[src/rtl/lbist_pkg.sv]
// lbist_pkg: LBIST state encodings and counter-width helpers shared across the LBIST path
package lbist_pkg;

    typedef enum logic [2:0] {
        IDLE    = 3'd0,
        SHIFT   = 3'd1,
        CAPTURE = 3'd2,
        UNLOAD  = 3'd3,
        DONE    = 3'd4
    } lbist_state_t;

    localparam int STATE_W = 3;

    function automatic int cnt_w(input int n);
        return (n < 2) ? 1 : $clog2(n);
    endfunction

endpackage

[src/rtl/lbist_counter.sv]
// lbist_counter: up-counter with sync clear/enable; tc flags the last count before MAX
module lbist_counter #(
    parameter int WIDTH = 4,
    parameter int MAX   = 8
) (
    input  logic             clk,
    input  logic             rst,
    input  logic             clr,
    input  logic             en,
    output logic [WIDTH-1:0] cnt,
    output logic             tc
);

    always_ff @(posedge clk)
        if (rst || clr) cnt <= '0;
        else if (en) cnt <= cnt + WIDTH'(1);

    assign tc = cnt == WIDTH'(MAX - 1);

endmodule

[src/rtl/lbist_scan_loader.sv]
// lbist_scan_loader: sequences LFSR-driven scan shift/capture/unload and gates the MISR
module lbist_scan_loader
    import lbist_pkg::*;
#(
    parameter int N_LFSR     = 20,
    parameter int N_CHAINS   = 16,
    parameter int SCAN_LEN   = 64,
    parameter int N_PATTERNS = 1024
) (
    input  logic                             clk,
    input  logic                             rst,
    input  logic                             start,
    input  logic [N_LFSR-1:0]                lfsr_dout,
    output logic                             lfsr_en,
    output logic                             scan_en,
    output logic [N_CHAINS-1:0]              scan_in,
    output logic                             capture,
    output logic                             misr_en,
    output logic                             busy,
    output logic                             done,
    output logic [$clog2(N_PATTERNS+1)-1:0]  pattern_cnt
);

    localparam int SW = cnt_w(SCAN_LEN);
    localparam int PW = $clog2(N_PATTERNS + 1);

    lbist_state_t  state;
    logic          first_pass;
    logic          shift_tc;
    logic          pat_tc;
    logic [SW-1:0] shift_cnt;
    logic          shifting;

    assign shifting = state == SHIFT || state == UNLOAD;

    lbist_counter #(.WIDTH(SW), .MAX(SCAN_LEN)) u_shift_cnt (
        .clk (clk),
        .rst (rst),
        .clr (!shifting || shift_tc),
        .en  (shifting),
        .cnt (shift_cnt),
        .tc  (shift_tc)
    );

    // pat_tc is seen during CAPTURE, i.e. the increment about to happen reaches N_PATTERNS
    lbist_counter #(.WIDTH(PW), .MAX(N_PATTERNS)) u_pattern_cnt (
        .clk (clk),
        .rst (rst),
        .clr (state == IDLE && start),
        .en  (state == CAPTURE),
        .cnt (pattern_cnt),
        .tc  (pat_tc)
    );

    always_ff @(posedge clk)
        if (rst) begin
            state      <= IDLE;
            first_pass <= 1'b1;
        end else begin
            case (state)
                IDLE: if (start) begin
                    state      <= SHIFT;
                    first_pass <= 1'b1;
                end
                SHIFT:   if (shift_tc) state <= CAPTURE;
                CAPTURE: begin
                    state      <= pat_tc ? UNLOAD : SHIFT;
                    first_pass <= 1'b0;
                end
                UNLOAD:  if (shift_tc) state <= DONE;
                DONE:    if (!start) state <= IDLE;
                default: state <= IDLE;
            endcase
        end

    // the first load pushes out no valid response, so the MISR is held off for it
    assign lfsr_en = state == SHIFT;
    assign scan_en = shifting;
    assign capture = state == CAPTURE;
    assign misr_en = (state == SHIFT && !first_pass) || state == UNLOAD;
    assign busy    = state == SHIFT || state == CAPTURE || state == UNLOAD;
    assign done    = state == DONE;
    assign scan_in = state == SHIFT ? lfsr_dout[N_CHAINS-1:0] : '0;

endmodule
[config.mk]
export PLATFORM = sky130hd
export DESIGN_NAME = lbist_scan_loader
export DESIGN_NICKNAME = d
export VERILOG_FILES = /design/src/rtl/lbist_pkg.sv /design/src/rtl/lbist_counter.sv /design/src/rtl/lbist_scan_loader.sv
export SDC_FILE = /design/constraint.sdc
export NUM_CORES = 1
export LEC_CHECK = 0
export CAP_MARGIN = 25
export CORE_AREA = 2 2 40 79
export CTS_CLUSTER_SIZE = 20
export DETAILED_ROUTE_END_ITERATION = 7
export DIE_AREA = 0 0 42 81
export PLACE_DENSITY = 0.83
export SYNTH_ARGS = -nofsm -noshare
export SYNTH_HDL_FRONTEND = slang
export SYNTH_SLANG_ARGS = --single-unit
export TNS_END_PERCENT = 1
[constraint.sdc]
create_clock -name clk -period 4.8 [get_ports clk]
set_input_delay 0.48 -clock clk [delete_from_list [all_inputs] [get_ports clk]]
set_output_delay 0.48 -clock clk [all_outputs]
set_load 0.1 [all_outputs]
==> Yosys cells after proc, flatten, opt, wreduce, memory -nomap -nowiden <==
Cells that the tools add are included.
{ "classes": {"n_addsub": 2, "multipliers": 0, "n_div": 0, "n_lt_le_gt_ge": 0, "eq_ne": 10, "shifts": 0, "mux": 9, "bitwise": 0, "n_reduce_logical": 15} }
{ "op_table": {"columns": ["op", "count"], "rows": [
  ["16-bit two-way mux", 1],
  ["3-bit one-hot mux with 5 select lines", 1],
  ["3-bit two-way mux", 4],
  ["11-bit by 1-bit adder with 11-bit output, second input constant", 1],
  ["11-bit by 10-bit == test with 1-bit output, second input constant", 1],
  ["1-bit logical OR", 7],
  ["6-bit by 1-bit adder with 6-bit output, second input constant", 1],
  ["3-bit by 2-bit == test with 1-bit output, second input constant", 2],
  ["6-bit == test, second input constant", 1],
  ["2-bit inequality test, second input constant", 3],
  ["4-bit AND reduction", 1],
  ["3-bit by 1-bit == test with 1-bit output, second input constant", 1],
  ["3-bit == test, second input constant", 1],
  ["3-bit logical NOT", 1],
  ["1-bit logical AND", 2],
  ["1-bit logical NOT", 2],
  ["2-bit two-way mux", 1],
  ["2-bit by 1-bit inequality test with 1-bit output, second input constant", 1],
  ["1-bit one-hot mux with 2 select lines", 1],
  ["2-bit AND reduction", 1],
  ["2-bit nonzero test", 1],
  ["1-bit two-way mux", 1]
]} }
{ "totals": {"regBits": 21, "latchBits": 0, "ram_bits": 0, "mem_bits_ro": 0, "elab_cells": 40, "mem_count": 0} }

==> Depth between registers and ports, before layout <==
{ "depth": {"word_depth": 5, "mapped_depth": 7} }

==> Cells and area by module <==
Synthesis repeated with hierarchy kept, for this count alone.
{ "hier_totals": {"hier_cells": 135, "hier_area_um2": 1181.1} }
{ "modules_own_cells": {"columns": ["module", "instances", "cells_each", "area_per_inst_um2"], "rows": [
  ["lbist_counter (u_pattern_cnt)", 1, 58, 504.2],
  ["lbist_scan_loader", 1, 48, 415.4],
  ["lbist_counter (u_shift_cnt)", 1, 29, 261.5]
]} }

==> Least setup slack after synthesis <==
OpenSTA, ideal clock, no wires.
{ "synth_timing": {"path_type": "register -> output", "from": "register state[2]", "to": "output port scan_in[10]", "arrival_time_ps": 2599, "t_required_ps": 4320, "setup_slack_ps": 1721, "stages_incl_launch_ff": 6, "path_cell_list": "dfxtp_1 buf_6 nand2b_2 inv_1 clkbuf_1 and3_1"} }
{ "synth_between": {"elab_chain_cells": 2} }
{ "synth_lines": {"columns": ["element", "line", "text"], "rows": [
  ["from (decl)", "lbist_scan_loader.sv:27", "lbist_state_t state;"],
  ["from (signal assigned)", "lbist_scan_loader.sv:67", "state <= pat_tc ? UNLOAD : SHIFT;"],
  ["3-bit by 1-bit == test with 1-bit output", "lbist_scan_loader.sv:83", "assign scan_in = state == SHIFT ? lfsr_dout[N_CHAINS-1:0] : '0;"],
  ["16-bit two-way mux", "lbist_scan_loader.sv:83", null],
  ["to (decl)", "lbist_scan_loader.sv:16", "output logic [N_CHAINS-1:0] scan_in,"]
]} }
No other way between the ends.

==> Worst setup path in the final report <==
{ "layout_timing": {"from": "register state[2]", "to": "output port scan_in[7]"} }
The elaborated chain is that of the path after synthesis.

==> metrics.txt <==
I/O pins=56; diode count=0; Syn Nets=151; Seq pwr share=0.398; DIE AREA=between 3000 and 4000 um2; Max-Cap Viols=0; fillers=~260; overall routing resource usage=0.140; Setup CP Type=reg2out; post-synthesis register bit count=21; global route overflow=0; most frequent cells after synthesis=dfxtp_1, nor2_1, and3_1, xor2_1; clock network power share=0.243; Critical Path Source=state[2]; Final nets=199; main area contributors after synthesis=dfxtp_1, and3_1, xor2_1, nor2_1, nand4_1; Chip Height=81 um; Setup TNS=0 ps; CP required=4320 ps; Hold Slack=451 ps; Rel. slew slack=0.348; clock buffer count from CTS=3; worst reg2reg path depth=5; clk sinks=21; Mean Syn Cell Area=around 8.6 um2; Hold Vio Cnt, Final=0; critical path endpoint=scan_in[7]; Hold Crit Class=reg2reg; sequential share of the synthesized area=0.388; reg-to-reg endpoint=state[1]; clock latency on the worst-skew pair=250 ps; Static Leak=between 0.0006 and 0.0007 uW; Final HPWL DP=~1.8 mm; Routed WL per cell=11.7 um; final WL=~2.4 mm; vias in the first global route=900; switching power total=between 150 and 200 uW; Core ar.=between 2000 and 3000 um2; die width=between 40 and 50 um; unrepaired setup endpoints after global routing=no; routability cong.=0.735; share of layout cells above drive strength 1=0.0520; combinational share of power=0.359; CP Max Fanout=20; Yosys cell types=32; initial DRC count=17; FP Rows=28; CTS tree=yes; CTS Buffer Depth=2; final setup fails=0; fin crit period=3140 ps; root buf cell=clkbuf_8; R2R setup slack=2890 ps; vias per cell=5.16; routed vias=1047; Hold Startpoint=u_shift_cnt.cnt[0]; Post-synth EDFFs=0; Primary FF master, synth=dfxtp_1; Slew @ Worst Pin=between 900 and 1000 ps; fin. max-slew vios=0; final critical-path share of the clock period=0.654; Crit. End Element=output pin; reg2reg start=state[1]; sequential standard cell area=about 420 um2; DR DRC count=0; number of hold buffers added after cts=0; fmax=~320 MHz; yosys warns=0; Critical Path Source Type=register; antenna violations before repair=0; Reg clk slew, reported paths=70 ps; clk_skew=2.80 ps; area share of the largest cell type after synthesis=0.388; global-route wire length before repair=3.86 mm; largest net degree at the start of global routing=21; switch share=0.386; number of routed nets with antenna violations=0; final core occ=0.573; Post-CTS Setup Inserts=0; IO buf count=51; P_int=281 uW; Post-Syn Instances=about 130; run status=completed; PD cells=between 200 and 300 nW/um2; Critical Path AT=2660 ps; Resized cells post-CTS=0; DR pass1 iterations=6; fraction of registers with async set/reset=0; VDD IR max=between 0.2 and 0.25 mV; footprint of the multi-input gates=591 um2; cell taking the most area after synthesis=dfxtp_1; count leader, synth=dfxtp_1; synthesis-to-finish area growth=50.3%; starting density of the core=0.381; H-tree levels=1; post-synthesis cell area=1080 um2
## critical path: stages, from the launching register on
cell,delay [ps]
dfxtp_1,400
nand2b_2,270
inv_1,370
and3_1,230
clkdlybuf4s50_1,1130
## power by group through the flow
stage,clock (uW),combinational [uW],sequential (uW)
global route,123,170,183
CTS,114,165,182
finish,111,164,182
global placement,0,164,186
detailed placement,0,165,186
floorplan,0,123,187
## routing by layer
metal / routed length [um] / global-route usage
met5: 0 / 0
met4: 20 / 0.0581
met3: 189 / 0.0289
met2: 1150 / 0.222
met1: 1020 / 0.184
## cells in the final DEF, fill, tap and decap left out
cell and n:
inv_1 4, clkbuf_1 1, a21oi_1 3, clkbuf_8 3
nand2_1 4, xor2_1 10, a31oi_1 1, and3_2 1
nor3b_2 1, nor3_1 2, nor4bb_1 1, and4_1 1
o21bai_1 1, nand3_1 5, dfxtp_1 21, and3_1 17
and2_1 2, buf_4 1, nand4_1 5, o32a_2 1
nand3_4 1, nor2_1 20, o21ai_0 2, xnor2_1 2
ha_1 2, nor2b_1 1, nand2b_2 1, a2111oi_0 2
clkdlybuf4s50_1 51, a2111oi_1 1, mux2i_1 1, a21o_1 1
or3_1 3
## cell type report
cell class,count,area share
Inverter,4,0.00923
Multi-Input combinational cell,92,0.363
Clock buffer,4,0.0277
Sequential cell,21,0.258
Tap cell,30,0.0231
Timing Repair Buffer,52,0.318
## stage by stage
stage	worst slack, ps	std cells	area, um2	total power (uW)
floorplan	1720	126	1080	310
detailed placement	1930	199	1580	351
global placement	1950	199	1580	349
global route	1500	203	1630	475
finish	1660	203	1630	457
CTS	1650	203	1630	461
## cell families after synthesis
group / count (synthesis) / share of synthesized area
xor+xnor: 12 / 0.0971
mux: 1 / 0.00925
flops: 21 / 0.388
compound gates: 12 / 0.0786
simple gates: 65 / 0.338
fa+ha+maj: 2 / 0.0231
buf+inv: 13 / 0.0659
## how the worst min path moves through the flow
stage / to / slack (ps) / depth (start not counted)
after floorplan: u_shift_cnt.cnt[0] / 420 / 1
after global placement: u_shift_cnt.cnt[0] / 430 / 1
after detailed placement: u_shift_cnt.cnt[0] / 440 / 1
after CTS: u_shift_cnt.cnt[0] / 450 / 1
after global routing: u_shift_cnt.cnt[0] / 490 / 1
final: u_shift_cnt.cnt[0] / 450 / 1
## flip-flops by register name (all words and copies together) (netlist names)
name	flops
state	3
first_pass	1
u_shift_cnt.cnt	6
u_pattern_cnt.cnt	11
(Power assumes the default switching activity.)
